==> src/rtl/hack_screen_pkg.sv <==
// Shared constants and types for the screen reader: screen geometry and
// the fetch-side state encoding.
package hack_screen_pkg;

    localparam int SCREEN_BASE   = 16384;
    localparam int SCREEN_WORDS  = 8192;
    localparam int WORDS_PER_ROW = 32;
    localparam int ROWS          = 256;

    localparam int ADDR_W = 15;
    localparam int WORD_W = 16;

    typedef enum logic [1:0] {
        IDLE  = 2'd0,
        FETCH = 2'd1,
        DRAIN = 2'd2
    } fetch_state_e;

endpackage

==> src/rtl/hack_screen_reader_if.sv <==
// RAM read port and pixel stream of the screen reader, grouped as one bundle.
//
// Handshakes: a transfer happens on a rising clk edge where valid && ready
// (mem_req && mem_gnt for the address, pix_valid && pix_ready for a pixel).
// Once valid is high it stays high with its payload stable until that transfer.
interface hack_screen_reader_if;
    import hack_screen_pkg::*;

    logic              mem_req;
    logic              mem_gnt;
    logic [0:ADDR_W-1] mem_address;
    logic              mem_load;
    logic [0:WORD_W-1] mem_out;

    logic              pix;
    logic              pix_valid;
    logic              pix_ready;
    logic              pix_sol;
    logic              pix_eof;

    modport master (
        output mem_req, mem_address, mem_load,
        output pix, pix_valid, pix_sol, pix_eof,
        input  mem_gnt, mem_out, pix_ready
    );

    modport slave (
        input  mem_req, mem_address, mem_load,
        input  pix, pix_valid, pix_sol, pix_eof,
        output mem_gnt, mem_out, pix_ready
    );

endinterface

==> src/rtl/hack_word_fifo2.sv <==
// Two-entry word buffer between the RAM read data and the pixel shifter.
// Push when full and pop when empty are dropped.
module hack_word_fifo2
    import hack_screen_pkg::*;
(
    input  logic              clk,
    input  logic              rst_n,
    input  logic              push,
    input  logic              pop,
    input  logic [0:WORD_W-1] din,
    output logic [0:WORD_W-1] head,
    output logic [1:0]        count
);

    logic [0:WORD_W-1] mem_q [2];
    logic              wr_ptr;
    logic              rd_ptr;
    logic              do_push;
    logic              do_pop;

    assign do_push = push && (count != 2'd2);
    assign do_pop  = pop && (count != 2'd0);
    assign head    = mem_q[rd_ptr];

    always_ff @(posedge clk) begin
        if (!rst_n) begin
            mem_q[0] <= '0;
            mem_q[1] <= '0;
            wr_ptr   <= 1'b0;
            rd_ptr   <= 1'b0;
            count    <= 2'd0;
        end else begin
            if (do_push) begin
                mem_q[wr_ptr] <= din;
                wr_ptr        <= ~wr_ptr;
            end
            if (do_pop) begin
                rd_ptr <= ~rd_ptr;
            end
            case ({do_push, do_pop})
                2'b10:   count <= count + 2'd1;
                2'b01:   count <= count - 2'd1;
                default: count <= count;
            endcase
        end
    end

endmodule

==> src/rtl/hack_screen_reader.sv <==
// Walks the screen region of the data RAM once per start and streams it out
// one pixel per cycle, leftmost pixel (index 15 of each word) first.
module hack_screen_reader
    import hack_screen_pkg::*;
#(
    parameter int BASE_ADDR     = hack_screen_pkg::SCREEN_BASE,
    parameter int WORDS_PER_ROW = hack_screen_pkg::WORDS_PER_ROW,
    parameter int ROWS          = hack_screen_pkg::ROWS
) (
    input  logic                 clk,
    input  logic                 rst_n,
    input  logic                 start,
    output logic                 busy,
    output logic                 done,
    output fetch_state_e         dbg_state,
    hack_screen_reader_if.master bus
);

    localparam logic [14:0] BASE_W    = 15'(BASE_ADDR);
    localparam logic [12:0] LAST_WORD = 13'(WORDS_PER_ROW * ROWS - 1);
    localparam logic [4:0]  COL_LAST  = 5'(WORDS_PER_ROW - 1);
    localparam logic [7:0]  ROW_LAST  = 8'(ROWS - 1);

    fetch_state_e state_q;
    fetch_state_e state_d;

    logic [12:0]       word_cnt;
    logic [3:0]        bit_idx;
    logic [4:0]        col_cnt;
    logic [7:0]        row_cnt;
    logic [0:WORD_W-1] sh_word;
    logic              sh_valid;
    logic              inflight;
    logic              done_q;

    logic [1:0]        fifo_count;
    logic [0:WORD_W-1] fifo_head;

    logic start_ok;
    logic room;
    logic req;
    logic consume;
    logic last_bit;
    logic accept;
    logic at_eof;
    logic word_done;
    logic load;

    // A read is only issued when its data is guaranteed a FIFO slot on return.
    assign room      = ({1'b0, fifo_count} + {2'b00, inflight}) < 3'd2;
    assign start_ok  = (state_q == IDLE) && start;
    assign consume   = req && bus.mem_gnt;
    assign last_bit  = (bit_idx == 4'd15);
    assign accept    = sh_valid && bus.pix_ready;
    assign at_eof    = sh_valid && last_bit && (col_cnt == COL_LAST) && (row_cnt == ROW_LAST);
    assign word_done = accept && last_bit;
    // Refill on the same edge the final bit leaves, so words stream back to back.
    assign load      = (fifo_count != 2'd0) && (!sh_valid || word_done);

    always_comb begin
        state_d = state_q;
        req     = 1'b0;
        unique case (state_q)
            IDLE: begin
                if (start) state_d = FETCH;
            end
            FETCH: begin
                req = room;
                if (consume && (word_cnt == LAST_WORD)) state_d = DRAIN;
            end
            DRAIN: begin
                if (accept && at_eof) state_d = IDLE;
            end
            default: state_d = IDLE;
        endcase
    end

    always_ff @(posedge clk) begin
        if (!rst_n) begin
            state_q <= IDLE;
        end else begin
            state_q <= state_d;
        end
    end

    always_ff @(posedge clk) begin
        if (!rst_n) begin
            word_cnt <= '0;
            bit_idx  <= '0;
            col_cnt  <= '0;
            row_cnt  <= '0;
            sh_word  <= '0;
            sh_valid <= 1'b0;
            inflight <= 1'b0;
            done_q   <= 1'b0;
        end else begin
            inflight <= consume;
            done_q   <= accept && at_eof;
            if (start_ok) begin
                word_cnt <= '0;
                bit_idx  <= '0;
                col_cnt  <= '0;
                row_cnt  <= '0;
                sh_valid <= 1'b0;
            end else begin
                if (consume) word_cnt <= word_cnt + 13'd1;
                if (accept) begin
                    bit_idx <= bit_idx + 4'd1;
                    if (last_bit) begin
                        col_cnt <= (col_cnt == COL_LAST) ? 5'd0 : col_cnt + 5'd1;
                        if (col_cnt == COL_LAST) begin
                            row_cnt <= (row_cnt == ROW_LAST) ? 8'd0 : row_cnt + 8'd1;
                        end
                    end
                end
                if (load) begin
                    sh_word  <= fifo_head;
                    sh_valid <= 1'b1;
                end else if (word_done) begin
                    sh_valid <= 1'b0;
                end
            end
        end
    end

    // Read data is registered in the RAM, so it is captured one cycle after
    // the address was consumed, which is exactly while inflight is set.
    hack_word_fifo2 u_fifo (
        .clk   (clk),
        .rst_n (rst_n),
        .push  (inflight),
        .pop   (load),
        .din   (bus.mem_out),
        .head  (fifo_head),
        .count (fifo_count)
    );

    assign bus.mem_req     = req;
    assign bus.mem_address = (state_q == FETCH) ? (BASE_W + {2'b00, word_cnt}) : 15'd0;
    assign bus.mem_load    = 1'b0;
    assign bus.pix         = sh_valid & sh_word[4'd15 - bit_idx];
    assign bus.pix_valid   = sh_valid;
    assign bus.pix_sol     = sh_valid && (col_cnt == 5'd0) && (bit_idx == 4'd0);
    assign bus.pix_eof     = at_eof;

    assign busy      = (state_q != IDLE);
    assign done      = done_q;
    assign dbg_state = state_q;

endmodule
==> src/flat_wrapper.sv <==
// flat-port wrapper written by rule: the top's interface ports become plain ports
module hack_screen_reader_flat import hack_screen_pkg::*;
#(
    parameter int BASE_ADDR     = hack_screen_pkg::SCREEN_BASE,
    parameter int WORDS_PER_ROW = hack_screen_pkg::WORDS_PER_ROW,
    parameter int ROWS          = hack_screen_pkg::ROWS
)
  (clk, rst_n, start, busy, done, dbg_state, bus_mem_req, bus_mem_address, bus_mem_load, bus_pix, bus_pix_valid, bus_pix_sol, bus_pix_eof, bus_mem_gnt, bus_mem_out, bus_pix_ready);
  hack_screen_reader_if bus_i ();
  input  logic clk;
  input  logic rst_n;
  input  logic start;
  output logic busy;
  output logic done;
  output fetch_state_e dbg_state;
  output wire logic [$bits(bus_i.mem_req)-1:0] bus_mem_req;
  output wire logic [$bits(bus_i.mem_address)-1:0] bus_mem_address;
  output wire logic [$bits(bus_i.mem_load)-1:0] bus_mem_load;
  output wire logic [$bits(bus_i.pix)-1:0] bus_pix;
  output wire logic [$bits(bus_i.pix_valid)-1:0] bus_pix_valid;
  output wire logic [$bits(bus_i.pix_sol)-1:0] bus_pix_sol;
  output wire logic [$bits(bus_i.pix_eof)-1:0] bus_pix_eof;
  input wire logic [$bits(bus_i.mem_gnt)-1:0] bus_mem_gnt;
  input wire logic [$bits(bus_i.mem_out)-1:0] bus_mem_out;
  input wire logic [$bits(bus_i.pix_ready)-1:0] bus_pix_ready;
  assign bus_mem_req = bus_i.mem_req;
  assign bus_mem_address = bus_i.mem_address;
  assign bus_mem_load = bus_i.mem_load;
  assign bus_pix = bus_i.pix;
  assign bus_pix_valid = bus_i.pix_valid;
  assign bus_pix_sol = bus_i.pix_sol;
  assign bus_pix_eof = bus_i.pix_eof;
  assign bus_i.mem_gnt = bus_mem_gnt;
  assign bus_i.mem_out = bus_mem_out;
  assign bus_i.pix_ready = bus_pix_ready;
  hack_screen_reader #(.BASE_ADDR(BASE_ADDR), .WORDS_PER_ROW(WORDS_PER_ROW), .ROWS(ROWS)) u_core (.clk(clk), .rst_n(rst_n), .start(start), .busy(busy), .done(done), .dbg_state(dbg_state), .bus(bus_i));
endmodule
==> config.mk <==
export PLATFORM = sky130hd
export DESIGN_NAME = hack_screen_reader_flat
export DESIGN_NICKNAME = d
export VERILOG_FILES = /design/src/rtl/hack_screen_pkg.sv /design/src/rtl/hack_screen_reader_if.sv /design/src/rtl/hack_word_fifo2.sv /design/src/rtl/hack_screen_reader.sv /design/src/flat_wrapper.sv
export SDC_FILE = /design/constraint.sdc
export NUM_CORES = 1
export LEC_CHECK = 0
export BUFFER_PORTS_ARGS = -buffer_cell sky130_fd_sc_hd__buf_4
export CORE_ASPECT_RATIO = 1.25
export CORE_MARGIN = 8
export CORE_UTILIZATION = 58
export DETAILED_ROUTE_END_ITERATION = 8
export PLACE_DENSITY_LB_ADDON = 0.3
export SYNTH_ARGS = -nofsm -noshare
export SYNTH_HDL_FRONTEND = slang
export SYNTH_SLANG_ARGS = --single-unit
==> constraint.sdc <==
create_clock -name clk -period 3.2 [get_ports clk]
set_input_delay 0 -clock clk [delete_from_list [all_inputs] [get_ports clk]]
set_output_delay 0 -clock clk [all_outputs]
set_load 0.02 [all_outputs]
### Word level (Yosys, flattened, before mapping)

Memory sizes are Yosys's and may differ from the RTL's. A register that Yosys moved wholly into a read port is not among the register bits.
Cells that the tools add are included.

* $add $sub $neg: 9
* $mul: 0
* div/mod/pow operators: 0
* magnitude comparators: 2
* equal/unequal tests: 12
* shifts and indexed selects: 0
* multiplexer cells: 21
* bitwise logic cells: 6
* reductions and logical operators: 30

Operators with widths (count)
* $mux W16: 1
* $reduce_or A16 Y1: 1
* $add A15 B13 Y15 const A: 1
* $mux W15: 1
* $logic_and A1 B1 Y1: 14
* $add A13 B1 Y13 const B: 1
* $eq A13 B13 Y1 const B: 1
* $mux W1: 11
* $add A8 B1 Y8 const B: 1
* $eq A8 B8 Y1 const B: 1
* $mux W8: 1
* $reduce_bool A2 Y1: 4
* $mux W2: 3
* $pmux W2 S3: 1
* $reduce_and A3 Y1: 2
* $add A5 B1 Y5 const B: 1
* $eq A5 B5 Y1 const B: 1
* $ge A5 B5 Y1 const B: 1
* $logic_not A5 Y1: 1
* $mux W5: 1
* $not A4 Y5: 1
* $add A4 B1 Y4 const B: 1
* $bmux W1 S4: 1
* $eq A2 B1 Y1 const B: 2
* 18 further kinds: 26

* bits in registers: 39
* latch bits: 0
* RAM bits: 32
* ROM bits: 0
* input port bits: 21
* output and inout port bits: 25
* word-level logic and storage cells: 92
* memories: 1

Memory list
* u_core.u_fifo.mem_q: words 2, width 16, rd ports 1, clocked after Yosys merged registers in 1, wr ports 2, line hack_word_fifo2.sv:15 `logic [0:WORD_W-1] mem_q [2];`

### Depth between registers and ports, before layout

Gate-level depths: netlist of run 1.

* word-level depth: 7
* depth in mapped cells: 7
* gate-level depth less buffers: 7

### Hierarchy

A second synthesis of run 1 with hierarchy kept.

* cells, all modules: 434
* area, all modules: 4146.5 um2

Modules (own cells, without submodules)
* hack_screen_reader: times used 1, cells an instance 308, area each 2533.7 um2, seq. area each 1021.0 um2
* hack_word_fifo2: times used 1, cells an instance 126, area each 1612.8 um2, seq. area each 1061.0 um2

### Least setup slack after synthesis of run 1

No wires, ideal clock.

* kind: register to register
* from: register u_core.u_fifo.count[0]
* to: memory u_core.u_fifo.mem_q[1][0] (netlist name) (enable)
* library setup time: 411 ps
* data arrival time: 1822 ps
* data required time: 2789 ps
* slack: 966 ps
* stages on the path, launching flop included: 4
* buffers on the path: 1
* clock period less this slack: 2234 ps
* cells stage by stage: dfxtp_1 > clkbuf_2 > o21ai_1 > o21ai_0

RTL lines
* start: declaration: line hack_word_fifo2.sv:12 `output logic [1:0] count`
* start signal: assignment: line hack_word_fifo2.sv:41 `2'b10: count <= count + 2'd1;`
* start signal: assignment: line hack_word_fifo2.sv:42 `2'b01: count <= count - 2'd1;`
* start signal: assignment: line hack_word_fifo2.sv:43 `default: count <= count;`
* end: declaration: line hack_word_fifo2.sv:15

### Worst setup path in the final report of run 1

* from: register u_core.col_cnt[0]
* to: register u_core.row_cnt[7]

* cells in the longest elaborated chain, start to end: 2

Ends and longest elaborated chain
* start: declaration: line hack_screen_reader.sv:29 `logic [4:0] col_cnt;`
* start signal: assignment: line hack_screen_reader.sv:110 `col_cnt <= (col_cnt == COL_LAST) ? 5'd0 : col_cnt + 5'd1;`
* $eq A5 B5 Y1: line hack_screen_reader.sv:111 `if (col_cnt == COL_LAST) begin`
* $reduce_and A3 Y1 (no line)
* end signal: assignment: line hack_screen_reader.sv:112 `row_cnt <= (row_cnt == ROW_LAST) ? 8'd0 : row_cnt + 8'd1;`
* end: declaration: line hack_screen_reader.sv:30 `logic [7:0] row_cnt;`

No other way between the ends.
A chain may end at the register's enable or synchronous reset.

==> out/results.ini, run 1 <==
[place]
place_congestion=0.828
dpl.hpwl_um=5350
post-place-ws_ps=896
portBuffers=43

[floorplanning]
core_area_um2=6850
dieArea_um2=9940
rows=34
die_h_um=109
start_util=0.592
die_w_um=90.8
io_pins=46

[final_layout]
area_growth_pct=19.0
final_nets=486
post-route-util=0.705
fill_cells=517
drive_gt1_frac=0.160
seqCellArea_um2=2060
antennaDiodeCount=0
multi_input_area_um2=1840

[pwr]
finalPower_mw=2.80
internal_power_mw=1.98
leakagePower_nw=1.79
p_clk_frac=0.299
combPwrFrac=0.205
power_switching_mw=0.814
power.density_nw_per_um2=580
ir_drop_mv=0.535
seq_power_share=0.496
switching_share=0.291

[global_routing]
grt_pass1_wl_um=13000
grt_antenna_before_repair=0
first_global_vias=2884
grt_overflow=0
grt_usage=0.162
grt_max_degree=33

[clock_tree]
clk_pin_slew_worst_paths_ps=90
cts_resized=0
h-tree-depth=3
cts_inserted_buffers=9
insertion_delay_ps=350
cts_root_buf=clkbuf_8
hold_buffers=19
post-cts-setup-buffers=0
cts_tree=built
clockBufferDepth=2
cts_sinks=87

[detailed_routing]
drtIter0Drc=117
met1Wirelength_um=3110
drt_pass1_iterations=4
top_layer=met4
drc=0
drt-vias-per-instance=5.41
vias=2984
wl_met2_um=4200
wire_per_inst_um=14.1
ant_nets=0
met3_length_um=372
wl_um=7780

[worst_setup_path]
cp_common_cell=ha_1
r2r-end=u_core.row_cnt[7]$_SDFFE_PP0P_
slowest_stage=nor4_1
critPathRequiredTime_ps=3430
cp-start-kind=flop
r2r_setup_slack_ps=870
critPathMaxFanout=10
rr_startpoint=u_core.col_cnt[0]$_SDFFE_PP0P_
cp_data_arrival_time_ps=2560
end_kind=flop
crit_type=flop to flop
reg2reg_depth=7
critPathMaxStageDelay_ps=480
path_cells=ha_1 -> and3_1 -> ha_1 -> nand4_2 -> nor4_1 -> nand2b_1 -> o211ai_1

[yosys]
async_flop_share=0
synth_area_leaders=dfxtp_1 (27%), edfxtp_1 (24%), and2_1 (7.4%)
ys_ff_latch=87
synth_edf_count=32
syn_area_um2=4060
yosysSeqAreaShare=0.508
synth_top_area_cell=dfxtp_1
synth_ff_type=dfxtp_1
yosysWarningCount=0
yosysTopAreaCellShare=0.272
synthCells=399
synth_cell_types=49
avgSynthCellArea_um2=10.2

[sta]
slew_violations=0
worst_pin_slew_ps=994
post-route-period-util=0.728
fin_tns_setup_ps=0
max_slew_margin=0.337
hold_violations=0
fin_crit_ps=2330
rsz0062_at_grt=no
setup_viol=0
setup_slack_ps=871
fin_skew_ps=8.08
max_freq_mhz=429

[min_path]
hold_start=bus_mem_gnt
min_path_type=input pin to flop
min_path_cells=3
holdPathEnd=u_core.inflight$_SDFF_PN0_

[flow_run]
drv_cap=0

[run_status]
status=completed

==> stage by stage <==
step / hold WS, ps / cells / cell area (um2)
after floorplan: 122 / 400 / 4060
final: 81.0 / 552 / 4830
after CTS: 58.7 / 552 / 4830
after global placement: 284 / 517 / 4420
after detailed placement: 288 / 517 / 4420
after global routing: 95.5 / 552 / 4830
==> flip-flops by register name, indices dropped and copies added, names as in the netlist <==
signal / cells
u_core.col_cnt: 5
u_core.inflight: 1
u_core.sh_word: 16
u_core.bit_idx: 4
u_core.u_fifo.mem_q: 32
u_core.u_fifo.rd_ptr: 1
u_core.row_cnt: 8
u_core.dbg_state: 2
u_core.bus.pix_valid: 1
u_core.u_fifo.wr_ptr: 1
u_core.done: 1
u_core.u_fifo.count: 2
u_core.word_cnt: 13
==> per-layer routing <==
| metal | track usage | vias to the layer above |
|---|---|---|
| met2 | 0.303 | 63 |
| met5 | 0 | - |
| met3 | 0.0560 | 11 |
| li1 | - | 1524 |
| met4 | 0.0563 | 0 |
| met1 | 0.165 | 1386 |
==> worst max path at each step <==
stage                                             start                                       to  slack, ps  depth (start not counted)
floorplan           u_core.u_fifo.count[0]$_SDFFE_PN0P_  u_core.u_fifo.mem_q[1][0]$_SDFFCE_PN0P_        970                          3
global placement         u_core.col_cnt[0]$_SDFFE_PP0P_           u_core.row_cnt[7]$_SDFFE_PP0P_       1070                          7
detailed placement       u_core.col_cnt[0]$_SDFFE_PP0P_           u_core.row_cnt[7]$_SDFFE_PP0P_        900                          7
CTS                      u_core.col_cnt[0]$_SDFFE_PP0P_           u_core.row_cnt[7]$_SDFFE_PP0P_        870                          7
global route             u_core.col_cnt[0]$_SDFFE_PP0P_           u_core.row_cnt[7]$_SDFFE_PP0P_        610                          7
finish                   u_core.col_cnt[0]$_SDFFE_PP0P_           u_core.row_cnt[7]$_SDFFE_PP0P_        870                          7
==> kinds of logic after synthesis <==
family | after synthesis | synth area share
other cells | 1 | 0.000925
compound gates | 52 | 0.0808
buf+inv | 33 | 0.0398
fa+ha+maj | 8 | 0.0247
xor+xnor | 19 | 0.0410
flops | 87 | 0.508
simple gates | 174 | 0.236
mux | 25 | 0.0685
==> cell usage in the layout (no fill, tap or decap), drive strengths merged, types with 12 or more instances in the layout <==
| master | count |
|---|---|
| dfxtp | 55 |
| and2 | 48 |
| buf | 48 |
| nor2 | 43 |
| edfxtp | 32 |
| mux2i | 21 |
| nand2 | 19 |
| dlygate4sd3 | 19 |
| a211oi | 17 |
| a21oi | 15 |
| xnor2 | 14 |
| inv | 13 |
| o21ai | 12 |
==> cells in the mapped netlist (all sizes together), types with 2 or more instances <==
library cell,number
a211oi,17
a21oi,15
and2,48
and3,3
and4,2
buf,10
clkbuf,11
dfxtp,55
edfxtp,32
ha,8
inv,12
mux2,2
mux2i,21
mux4,2
nand2,19
nand2b,3
nand3,10
nand3b,2
nand4,10
nor2,43
nor3,5
nor4,9
o211ai,3
o21ai,12
or2,2
or3,10
or4,2
xnor2,14
xor2,5
==> area by class of cell <==
class,instances,area share
flip-flops and latches,87,0.427
well taps,90,0.0233
clock buffers,9,0.0257
inverters,12,0.00933
clock inverters,7,0.0200
repair buffers,67,0.114
multi-input cells,280,0.380
==> worst max-delay path: cells and delay by family, from the launching register on <==
kind | cells | cell delay, ps
simple gates | 4 | 1200
fa+ha+maj | 2 | 480
flops | 1 | 420
compound gates | 1 | 120
==> power groups by stage <==
stage	clock [mW]	sequential [mW]	combinational (mW)
final	0.836	1.39	0.573
after floorplan	0	1.35	0.477
after global placement	0	1.41	0.529
after global routing	0.902	1.41	0.635
after CTS	0.845	1.39	0.574
after detailed placement	0	1.42	0.549
Note: power is estimated with default switching activity, not from simulation.
==> inputs of run 2 (changes only) <==
--- a/config.mk
+++ b/config.mk
@@ -5,10 +5,11 @@
 export SDC_FILE = /design/constraint.sdc
 export NUM_CORES = 1
 export LEC_CHECK = 0
+export ABC_AREA = 1
 export BUFFER_PORTS_ARGS = -buffer_cell sky130_fd_sc_hd__buf_4
 export CORE_ASPECT_RATIO = 1.25
 export CORE_MARGIN = 8
-export CORE_UTILIZATION = 58
+export CORE_UTILIZATION = 53
 export DETAILED_ROUTE_END_ITERATION = 8
 export PLACE_DENSITY_LB_ADDON = 0.3
 export SYNTH_ARGS = -nofsm -noshare
==> constraint.sdc (replaced) <==
create_clock -name clk -period 1.9 [get_ports clk]
set_input_delay 0 -clock clk [delete_from_list [all_inputs] [get_ports clk]]
set_output_delay 0 -clock clk [all_outputs]
set_load 0.02 [all_outputs]
==> run 2 against run 1 <==
Compared with the run above: worst hold slack got worse by 37 ps; sequential power is 61% higher; non-clock buffer count increased by 9; maximum frequency rose by 26%; critical endpoint is now u_core.u_fifo.count[1]$_SDFFE_PN0P_.
==> out/results.ini, run 2 <==
[run_status]
status=completed

[floorplanning]
dieArea_um2=11300  ; +13%
rows=36  ; +5.9%
die_w_um=96.5  ; +6.3%
die_h_um=117  ; +6.5%
start_util=0.548  ; -0.0443
io_pins=46  ; unchanged
core_area_um2=7840  ; +14%

[global_routing]
grt_pass1_wl_um=15200  ; +17%
first_global_vias=3604  ; +25%
grt_antenna_before_repair=0  ; unchanged
grt_max_degree=33  ; unchanged
grt_usage=0.170  ; +0.00835
grt_overflow=0  ; unchanged

[pwr]
power_switching_mw=1.44  ; +77%
combPwrFrac=0.245  ; +0.040
seq_power_share=0.490  ; -0.006
switching_share=0.315  ; +0.0235
ir_drop_mv=0.669  ; +25%
internal_power_mw=3.13  ; +58%
p_clk_frac=0.265  ; -0.034
leakagePower_nw=2.31  ; +29%
power.density_nw_per_um2=893  ; +54%

[min_path]
hold_start=bus_pix_ready
min_path_cells=4  ; +1
min_path_type=input pin to flop
holdPathEnd=u_core.bit_idx[0]$_SDFFE_PP0P_

[detailed_routing]
ant_nets=0  ; unchanged
wl_um=9140  ; +17%
drt_pass1_iterations=5  ; +1
vias=3772  ; +26%
drc=0  ; unchanged
drtIter0Drc=192  ; +64%
drt-vias-per-instance=4.95  ; -8.4%
wire_per_inst_um=12.0  ; -15%

[place]
dpl.hpwl_um=6240  ; +17%
dp.cells=727  ; +41%
place_congestion=0.862  ; +4.1%
portBuffers=43  ; unchanged
post-place-ws_ps=27.7  ; -869 ps

[clock_tree]
cts_tree=built
insertion_delay_ps=350  ; about the same
cts_inserted_buffers=9  ; unchanged
cts_sinks=87  ; unchanged
clockBufferDepth=2  ; unchanged
clk_pin_slew_worst_paths_ps=80  ; about the same
h-tree-depth=3  ; unchanged
cts_root_buf=clkbuf_8

[sta]
slew_violations=0  ; unchanged
hold_violations=0  ; unchanged
max_slew_margin=0.645  ; +0.308
max_freq_mhz=540  ; +26%
holdWs_ps=43.6  ; -37.4 ps
worst_pin_slew_ps=529  ; -464 ps
fin_skew_ps=6.16  ; -1.92 ps
setup_viol=0  ; unchanged
post-route-period-util=0.974  ; +0.246
setup_slack_ps=48.8  ; -822 ps
rsz0062_at_grt=yes
fin_crit_ps=1850  ; -478 ps

[final_layout]
fill_cells=694  ; +34%
final_nets=691  ; +42%
reg.largest.list=u_core.u_fifo.mem_q x32, u_core.sh_word x16, u_core.word_cnt x13
drive_gt1_frac=0.127  ; -0.0327
area_growth_pct=19.3
final_common_cell=nand2_1
instances_no_fill=762  ; +38%
final_cell_mix=nand2_1 (186), nor2_1 (118), inv_1 (77)
largest_reg_flops=32  ; unchanged
antennaDiodeCount=0  ; unchanged
top_register=u_core.u_fifo.mem_q

[worst_setup_path]
rr_startpoint=u_core.bit_idx[0]$_SDFFE_PP0P_
r2r-end=u_core.u_fifo.count[1]$_SDFFE_PN0P_
critPathRequiredTime_ps=2140  ; -1290 ps
critPathMaxFanout=4  ; -6
end_kind=flop
r2r_setup_slack_ps=50  ; -820 ps
reg2reg_depth=10  ; +3
crit_type=flop to flop
cp_data_arrival_time_ps=2090  ; -470 ps
cp-start-kind=flop

[yosys]
synth_ff_type=dfxtp_1
async_flop_share=0  ; unchanged
yosysTopAreaCellShare=0.256  ; -0.0150
avgSynthCellArea_um2=7.23  ; -29%
yosysMostFrequentCell=nand2_1
synth_top_area_cell=dfxtp_1
synth_area_leaders=dfxtp_1 (26%), edfxtp_1 (22%), nand2_1 (16%)
synthCells=594  ; +49%
synth_commonest_cells=nand2_1 (186), nor2_1 (118), inv_1 (77)
syn_area_um2=4290  ; +5.9%
synth_cell_types=33  ; -33%
synth_edf_count=32  ; unchanged
ys_ff_latch=87  ; unchanged
yosysSeqAreaShare=0.480  ; -0.0282
yosysWarningCount=0  ; unchanged

[flow_run]
drv_cap=0  ; unchanged

==> run 2: changes by cell type after synthesis, sizes merged, moves of 13 or more <==
| cell | before | now |
|---|---|---|
| nand2 | 19 | 190 |
| nor2 | 43 | 120 |
| inv | 12 | 77 |
| and2 | 48 | 0 |
| mux2i | 21 | 0 |
| a211oi | 17 | 1 |
| xnor2 | 14 | 1 |
==> run 2: final cells by class <==
| class | instances | area, um2 | share of cell area |
|---|---|---|---|
| Multi-Input combinational cell | 410 | 1830 | 0.358 |
| Inverter | 78 | 293 | 0.0572 |
| Clock inverter | 3 | 17.5 | 0.00342 |
| Tap cell | 95 | 119 | 0.0232 |
| Clock buffer | 13 | 169 | 0.0330 |
| Sequential cell | 87 | 2060 | 0.403 |
| Timing Repair Buffer | 76 | 628 | 0.123 |
==> run 2: cells by family (layout without fill, tap and decap cells) <==
family / count (synthesis) / after routing / synth area share
buffers and inverters: 98 / 170 / 0.0956
adder cells (fa/ha/maj): 8 / 8 / 0.0233
AND/OR/NAND/NOR: 345 / 345 / 0.326
AO/OA/AOI/OAI: 50 / 50 / 0.0638
XOR/XNOR: 5 / 5 / 0.0102
flip-flops: 87 / 87 / 0.480
other: 1 / 2 / 0.000874
==> run 2: repair_timing <==
action                     4_1_cts  5_1_grt
setup endpoints to repair        1       10
gates resized for setup          1        2
pin swaps                        0        1
setup buffers                    0        1
hold buffers                    18        0
hold endpoints to repair        45        0
==> run 2: routing by layer <==
metal | global-route usage | routed length, um
met1 | 0.178 | 3790
met5 | 0 | 0
met2 | 0.316 | 4800
met4 | 0.0638 | 157
met3 | 0.0392 | 393
==> run 2: worst max-delay path by stage <==
stage,depth (start not counted),end,slack [ps],from
after floorplan,9,u_core.u_fifo.count[1]$_SDFFE_PN0P_,130,u_core.bus.pix_valid$_SDFFE_PP0P_
after CTS,10,u_core.u_fifo.count[1]$_SDFFE_PN0P_,40,u_core.bit_idx[0]$_SDFFE_PP0P_
final,10,u_core.u_fifo.count[1]$_SDFFE_PN0P_,50,u_core.bit_idx[0]$_SDFFE_PP0P_
after detailed placement,10,u_core.u_fifo.count[1]$_SDFFE_PN0P_,30,u_core.bit_idx[0]$_SDFFE_PP0P_
after global routing,8,u_core.row_cnt[2]$_SDFFE_PP0P_,-150,u_core.col_cnt[0]$_SDFFE_PP0P_
after global placement,10,u_core.u_fifo.count[1]$_SDFFE_PN0P_,120,u_core.bit_idx[0]$_SDFFE_PP0P_
==> run 2: power groups by stage <==
stage / sequential, mW / combinational, mW / clock, mW
2_1_floorplan: 2.27 / 0.835 / 0
3_3_place_gp: 2.27 / 1.06 / 0
3_5_place_dp: 2.28 / 1.07 / 0
4_1_cts: 2.24 / 1.12 / 1.24
5_1_grt: 2.27 / 1.29 / 1.30
6_report: 2.24 / 1.12 / 1.21
==> run 2: per-stage QoR <==
step / setup TNS (ps) / util / power, mW / area (um2)
2_1_floorplan: 0 / - / 3.11 / 4300
3_3_place_gp: 0 / 0.603 / 3.33 / 4730
3_5_place_dp: 0 / 0.603 / 3.35 / 4730
4_1_cts: 0 / 0.650 / 4.59 / 5090
5_1_grt: -776 / 0.654 / 4.86 / 5120
6_report: 0 / 0.654 / 4.57 / 5120
==> run 2: critical path: stages (launching register included) <==
cell,delay (ps)
dfxtp_1,350
ha_2,200
nand3_2,120
o21ai_4,170
nand2_1,110
inv_1,70
ha_1,240
a21oi_1,120
o21ai_0,140
o21ai_1,170
a21oi_1,50
